===== src/rtl/uart_rx_ctrl.sv =====
// rtl/uart_rx_ctrl.sv - UART receive sequencer: start qualification, bit-centre timing, parity/stop check, valid/ready hand-off
module uart_rx_ctrl #(
    parameter int OVERSAMPLE = 16,
    parameter int DATA_BITS  = 8
) (
    input  logic                 clk,
    input  logic                 reset,
    input  logic                 os_tick,
    input  logic                 rx_line,
    input  logic                 parity_en,
    input  logic                 parity_odd,
    input  logic [DATA_BITS:0]   rx_word,
    output logic                 sample,
    output logic                 store,
    output logic                 count1,
    output logic                 busy,
    output logic [DATA_BITS-1:0] rx_data,
    output logic                 rx_valid,
    input  logic                 rx_ready,
    output logic                 parity_err,
    output logic                 frame_err,
    output logic                 overrun
);

    localparam int TW = $clog2(OVERSAMPLE);
    localparam int BW = $clog2(DATA_BITS) + 1;

    localparam logic [TW-1:0] TICK_HALF = TW'(OVERSAMPLE / 2 - 1);
    localparam logic [TW-1:0] TICK_LAST = TW'(OVERSAMPLE - 1);
    localparam logic [BW-1:0] BIT_LAST  = BW'(DATA_BITS - 1);

    typedef enum logic [2:0] {
        S_IDLE,
        S_START,
        S_DATA,
        S_PARITY,
        S_STOP
    } state_e;

    state_e               state_q, state_d;
    logic [TW-1:0]        tick_cnt_q, tick_cnt_d;
    logic [BW-1:0]        bit_cnt_q, bit_cnt_d;
    logic                 par_en_q, par_en_d;
    logic                 par_odd_q, par_odd_d;

    logic                 sample_q, sample_d;
    logic                 store_q, store_d;
    logic                 count1_q, count1_d;
    logic                 busy_q, busy_d;
    logic [DATA_BITS-1:0] rx_data_q, rx_data_d;
    logic                 rx_valid_q, rx_valid_d;
    logic                 parity_err_q, parity_err_d;
    logic                 frame_err_q, frame_err_d;
    logic                 overrun_q, overrun_d;

    // Centre of a full bit period: the tick on which tick_cnt wraps.
    logic centre_tick;
    assign centre_tick = os_tick && (tick_cnt_q == TICK_LAST);

    // State register: FSM state, counters, latched parity config and all registered outputs.
    always_ff @(posedge clk or posedge reset) begin
        if (reset) begin
            state_q      <= S_IDLE;
            tick_cnt_q   <= '0;
            bit_cnt_q    <= '0;
            par_en_q     <= 1'b0;
            par_odd_q    <= 1'b0;
            sample_q     <= 1'b0;
            store_q      <= 1'b0;
            count1_q     <= 1'b0;
            busy_q       <= 1'b0;
            rx_data_q    <= '0;
            rx_valid_q   <= 1'b0;
            parity_err_q <= 1'b0;
            frame_err_q  <= 1'b0;
            overrun_q    <= 1'b0;
        end else begin
            state_q      <= state_d;
            tick_cnt_q   <= tick_cnt_d;
            bit_cnt_q    <= bit_cnt_d;
            par_en_q     <= par_en_d;
            par_odd_q    <= par_odd_d;
            sample_q     <= sample_d;
            store_q      <= store_d;
            count1_q     <= count1_d;
            busy_q       <= busy_d;
            rx_data_q    <= rx_data_d;
            rx_valid_q   <= rx_valid_d;
            parity_err_q <= parity_err_d;
            frame_err_q  <= frame_err_d;
            overrun_q    <= overrun_d;
        end
    end

    // Next-state logic: start qualification at half bit, then full-bit stepping through data/parity/stop.
    always_comb begin
        state_d    = state_q;
        tick_cnt_d = tick_cnt_q;
        bit_cnt_d  = bit_cnt_q;
        par_en_d   = par_en_q;
        par_odd_d  = par_odd_q;
        unique case (state_q)
            S_IDLE: begin
                if (os_tick && !rx_line) begin
                    state_d    = S_START;
                    tick_cnt_d = '0;
                    par_en_d   = parity_en;
                    par_odd_d  = parity_odd;
                end
            end
            S_START: begin
                if (os_tick) begin
                    if (tick_cnt_q == TICK_HALF) begin
                        tick_cnt_d = '0;
                        bit_cnt_d  = '0;
                        state_d    = rx_line ? S_IDLE : S_DATA;
                    end else begin
                        tick_cnt_d = tick_cnt_q + TW'(1);
                    end
                end
            end
            S_DATA: begin
                if (os_tick) begin
                    if (centre_tick) begin
                        tick_cnt_d = '0;
                        bit_cnt_d  = bit_cnt_q + BW'(1);
                        if (bit_cnt_q == BIT_LAST) begin
                            state_d = par_en_q ? S_PARITY : S_STOP;
                        end
                    end else begin
                        tick_cnt_d = tick_cnt_q + TW'(1);
                    end
                end
            end
            S_PARITY: begin
                if (os_tick) begin
                    if (centre_tick) begin
                        tick_cnt_d = '0;
                        state_d    = S_STOP;
                    end else begin
                        tick_cnt_d = tick_cnt_q + TW'(1);
                    end
                end
            end
            S_STOP: begin
                if (os_tick) begin
                    if (centre_tick) begin
                        tick_cnt_d = '0;
                        state_d    = S_IDLE;
                    end else begin
                        tick_cnt_d = tick_cnt_q + TW'(1);
                    end
                end
            end
            default: state_d = S_IDLE;
        endcase
    end

    // Output logic: datapath strobes, status bits and the completion / overrun hand-off.
    always_comb begin
        sample_d     = centre_tick && ((state_q == S_DATA) || (state_q == S_PARITY));
        store_d      = sample_q;
        count1_d     = (state_d == S_DATA) || (state_d == S_PARITY) || (state_d == S_STOP);
        busy_d       = (state_d != S_IDLE);
        rx_valid_d   = rx_valid_q && !rx_ready;
        rx_data_d    = rx_data_q;
        parity_err_d = parity_err_q;
        frame_err_d  = frame_err_q;
        overrun_d    = 1'b0;
        if ((state_q == S_STOP) && centre_tick) begin
            if (!rx_valid_q || rx_ready) begin
                rx_valid_d   = 1'b1;
                rx_data_d    = par_en_q ? rx_word[DATA_BITS-1:0] : rx_word[DATA_BITS:1];
                parity_err_d = par_en_q & ((^rx_word) ^ par_odd_q);
                frame_err_d  = ~rx_line;
            end else begin
                overrun_d = 1'b1;
            end
        end
    end

    assign sample     = sample_q;
    assign store      = store_q;
    assign count1     = count1_q;
    assign busy       = busy_q;
    assign rx_data    = rx_data_q;
    assign rx_valid   = rx_valid_q;
    assign parity_err = parity_err_q;
    assign frame_err  = frame_err_q;
    assign overrun    = overrun_q;

endmodule


===== config.mk =====
export PLATFORM = sky130hd
export DESIGN_NAME = uart_rx_ctrl
export DESIGN_NICKNAME = d
export VERILOG_FILES = /design/src/rtl/uart_rx_ctrl.sv
export SDC_FILE = /design/constraint.sdc
export NUM_CORES = 1
export LEC_CHECK = 0
export ABC_CLOCK_PERIOD_IN_PS = 3500
export BUFFER_PORTS_ARGS = -buffer_cell sky130_fd_sc_hd__buf_4
export CORE_UTILIZATION = 35
export CTS_CLUSTER_DIAMETER = 150
export CTS_CLUSTER_SIZE = 16
export DETAILED_ROUTE_END_ITERATION = 12
export PLACE_DENSITY = 0.51
export SYNTH_ARGS = -nofsm -noshare
export SYNTH_HDL_FRONTEND = slang
export SYNTH_SLANG_ARGS = --single-unit

===== constraint.sdc =====
create_clock -name clk -period 3.5 [get_ports clk]
set_input_delay 0.7 -clock clk [delete_from_list [all_inputs] [get_ports clk]]
set_output_delay 0.7 -clock clk [all_outputs]
set_load 0.05 [all_outputs]

# == Yosys cells after proc, flatten, opt, wreduce, memory -nomap -nowiden ==
# Index checks and enable logic that the tools add are counted.
# totals
regBits,29
input_bits,16
out_inout_bits,16
word_cells,86
# op_classes
addsub,2
eq_ne,16
mux,29
bitwise_logic,3
n_reduce_logical,22
# ops
cell,n
2-to-1 mux 4 bit,9
2-to-1 mux 3 bit,11
one-hot mux 3 bit (5 select lines),1
equality test 3 x 2 -> 1 bit (second input constant),4
one-hot mux 4 bit (3 select lines),1
inequality test 2 bit (second input constant),5
parity 9 bit,1
adder 4 x 1 -> 4 bit (second input constant),2
equality test 4 x 3 -> 1 bit (second input constant),2
2-to-1 mux 8 bit,1
one-hot mux 4 bit (2 select lines),1
equality test 3 bit (second input constant),2
nonzero test 3 bit,2
logical AND 1 bit,5
AND reduction 5 bit,1
equality test 4 bit (second input constant),1
logical OR 1 bit,4
2-to-1 mux 1 bit,4
AND reduction 2 bit,2
AND reduction 4 bit,1
equality test 3 x 1 -> 1 bit (second input constant),1
logical NOT 1 bit,3
logical NOT 3 bit,1
OR reduction 3 bit,1
other kinds (6),6

# == Longest topological paths before layout ==
# logic_depth
ltp_word,8
depth_mapped,6
mapped_depth_nobuf,5

# == Worst setup path before layout ==
# OpenSTA, ideal clock, no wires.
# synth_path
kind,in2reg
from,input port os_tick
to,"register parity_err_q, in the netlist parity_err"
setup_time_ns,0.095
t_arrival_ns,1.630
required_ns,3.405
path_slack_ns,1.774
cell_stages,5
path_buffers,2
path_cell_list,buf_2 -> and4_1 -> nand4_1 -> clkbuf_1 -> o31ai_1
# synth_between
elab_chain_len,3
# synth_rtl
element,line,rtl
"start, declared",8,"input logic os_tick,"
logical AND 1 bit,58,assign centre_tick = os_tick && (tick_cnt_q == TICK_LAST);
logical AND 1 bit,170,if ((state_q == S_STOP) && centre_tick) begin
AND reduction 2 bit (no source line),-,
"end signal, assigned",89,parity_err_q <= parity_err_d;
"end, declared",52,"logic parity_err_q, parity_err_d;"
# Every way passes these cells.
# A chain may end at the register's enable or synchronous reset.

# == Worst setup path after layout ==
# layout_path
from,register tick_cnt_q[0]
to,"register parity_err_q, in the netlist parity_err"
# layout_between
elab_chain_len,4
# layout_rtl
element,line,rtl
"start, declared",41,"logic [TW-1:0] tick_cnt_q, tick_cnt_d;"
"start signal, assigned",79,tick_cnt_q <= tick_cnt_d;
equality test 4 bit,58,
logical AND 1 bit,58,
logical AND 1 bit,170,
AND reduction 2 bit (no source line),-,
# Every way passes these cells.

==> flow_metrics.tcl <==
set metrics [dict create \
    maxSlewHeadroom_pct 25.4 \
    synth_top_area_cell "dfrtp_1" \
    clock-sinks 29 \
    worst_hold_slack_ns 0.377 \
    overflow 0 \
    grt_pass1_wl_mm 5.10 \
    rr_worst_depth 4 \
    vias 1149 \
    drt-pass1-iter-count 4 \
    max_freq_mhz 478 \
    switching_share_pct 35.0 \
    hold_buffers 0 \
    hold_path_depth 0 \
    syn_area_um2 1500 \
    post_cts_buffers 0 \
    htree_levels 2 \
    p_clk_share_pct 24.3 \
    syn_to_final_growth_pct 23.3 \
    setup_tns_ns 0 \
    antenna_found_initial 0 \
    die_h_um 67.5 \
    drt.antenna.violating_nets 0 \
    synth_seq_cells 29 \
    synthesis.nets 165 \
    synthCells 147 \
    fin_ws_ns 1.41 \
    worst_slew_pin_slew_ns 1.12 \
    cts_root_buf "clkbuf_8" \
    synth_area_leaders "dfrtp_1 (48%), mux2i_1 (6.0%), o21ai_0 (5.7%)" \
    synth_edf_count 0 \
    comb_power_share_pct 31.5 \
    p_int_uw 700 \
    cts_buffers 5 \
    grt_pass1_vias 1092 \
    power_mw 1.08 \
    crit_type "reg -> reg" \
    yosysWarnings 0 \
    rows 23 \
    syn_area_per_cell_um2 10.2 \
    maxCapViolCount 0 \
    dp.cells 222 \
    finalCriticalPeriod_ns 2.09 \
    cellLeakagePower_nw 0.906 \
    die_area_um2 4560 \
    drive_gt1_share_pct 25.6 \
    hpwl_mm 2.28 \
    die_w_um 67.5 \
    crit_arrival_ns 2.25 \
    place_ws_ns 1.21 \
    synth_commonest_cells "dfrtp_1 (29), nand2_1 (22), o21ai_0 (17)" \
    gp_congestion 0.824 \
    cts_resized 0 \
    clk_latency_ns 0.27 \
    final_cells 230 \
    worstSetupStartpointType "flip-flop" \
    drv_slew 0 \
    drtIter0Drc 63 \
    drc 0 \
    synth_top_area_share_pct 48.3 \
    nets 197 \
    worstPathMaxFanout 20 \
    synth_ff_type "dfrtp_1" \
    cts_tree "built" \
    via_per_inst 5.00 \
    antennaDiodeCount 0 \
    pin_count 32 \
    num-fill-cells 385 \
    totalWireLength_mm 3.04 \
    grt_usage_pct 15.2 \
    power.density_nw_per_um2 582 \
    p_seq_share_pct 44.2 \
    hold_violations 0 \
    core_area_um2 4060 \
    initial_core_util_pct 37.0 \
    hold_path_class "reg -> reg" \
    cts_max_path_buffers 2 \
    fin_area_um2 1850 \
    rsz0062_at_grt "false" \
    required_ns 3.66 \
    yosysMostFrequentCell "dfrtp_1" \
    setup_viol 0 \
    grt_max_degree 30 \
    clk_pin_slew_ns 0.07 \
    dpl_cell_area_um2 1770 \
    p_sw_uw 378 \
    ir_drop_uv 317 \
    postLayoutCoreUtil_pct 45.7 \
    wl_per_cell_um 13.2 \
    fin_skew_ns 0.00468 \
    yosysSeqAreaShare_pct 48.3 \
    yosysUniqueCellTypes 42 \
    io_buffer_count 31 \
    status "finished, final reports clean" \
    worstSetupEndpointType "flip-flop" \
    async_reset_ff_share_pct 100 \
    finalCritPeriodShare_pct 59.7 \
]
cells by family after synthesis:
family	synth area share (%)
AO/OA/AOI/OAI	14.5
XOR/XNOR	5.58
adder cells (fa/ha/maj)	1.67
buffers and inverters	3.58
flip-flops	48.3
multiplexers	7.99
AND/OR/NAND/NOR	18.4
power by group through the flow:
stage	sequential (mW)	combinational (mW)	clock [mW]
2_1_floorplan	0.455	0.284	0
3_3_place_gp	0.481	0.336	0
3_5_place_dp	0.481	0.342	0
4_1_cts	0.475	0.343	0.271
5_1_grt	0.489	0.381	0.284
6_report	0.476	0.340	0.262
cell type report:
cell class                      count  area [um2]  share of cell area, %
Tap cell                           50        62.6                   3.38
Multi-Input combinational cell    106         723                   39.0
Clock inverter                      3        17.5                  0.945
Inverter                            6        22.5                   1.22
Clock buffer                        5        68.8                   3.71
Sequential cell                    29         726                   39.2
Timing Repair Buffer               31         233                   12.6
placed cells by master, fill, tap and decap left out, types with 2 or more instances in the layout:
cell type,count
nand2b_1,2
nand3_1,6
nand4_1,3
clkbuf_8,5
ha_1,2
mux2_4,2
nor3b_1,2
buf_4,31
inv_1,6
clkinv_2,2
nand2_1,22
a22o_1,2
nand3b_1,3
xnor2_1,6
dfrtp_1,29
o21ai_0,17
o31ai_1,2
mux2i_1,9
nor2_1,5
metal layers:
metal	part of all wire [%]	vias to the layer above	wire length [um]	GRT usage (%)
met4	0.56	0	17	3.99
met5	0	-	0	0
met1	50	536	1540	21.1
met3	3.6	2	111	4.05
met2	45	23	1380	23.1
li1	-	588	-	-
path summary, 6_finish.rpt:
path | slack (ns) | to | startpoint
max | 1.41 | parity_err | tick_cnt_q[0]
max in group asynchronous | 2.11 | bit_cnt_q[3] | reset
min | 0.38 | store | sample
min reg2reg | 0.38 | store | sample
min in group asynchronous | 0.72 | rx_data[2] | reset
max reg2reg | 1.41 | parity_err | tick_cnt_q[0]
critical path, stage by stage (launching register included):
cell	delay [ns]
dfrtp_1	0.39
ha_1	0.27
and4_1	0.32
nand4_1	0.56
o31ai_1	0.44
flip-flops by register name, summed over array words and instances (netlist names):
name	count
rx_valid	1
frame_err	1
busy	1
bit_cnt_q	4
tick_cnt_q	4
par_odd_q	1
sample	1
par_en_q	1
parity_err	1
store	1
count1	1
rx_data	8
state_q	3
overrun	1
Power figures use the tool's default switching activity.
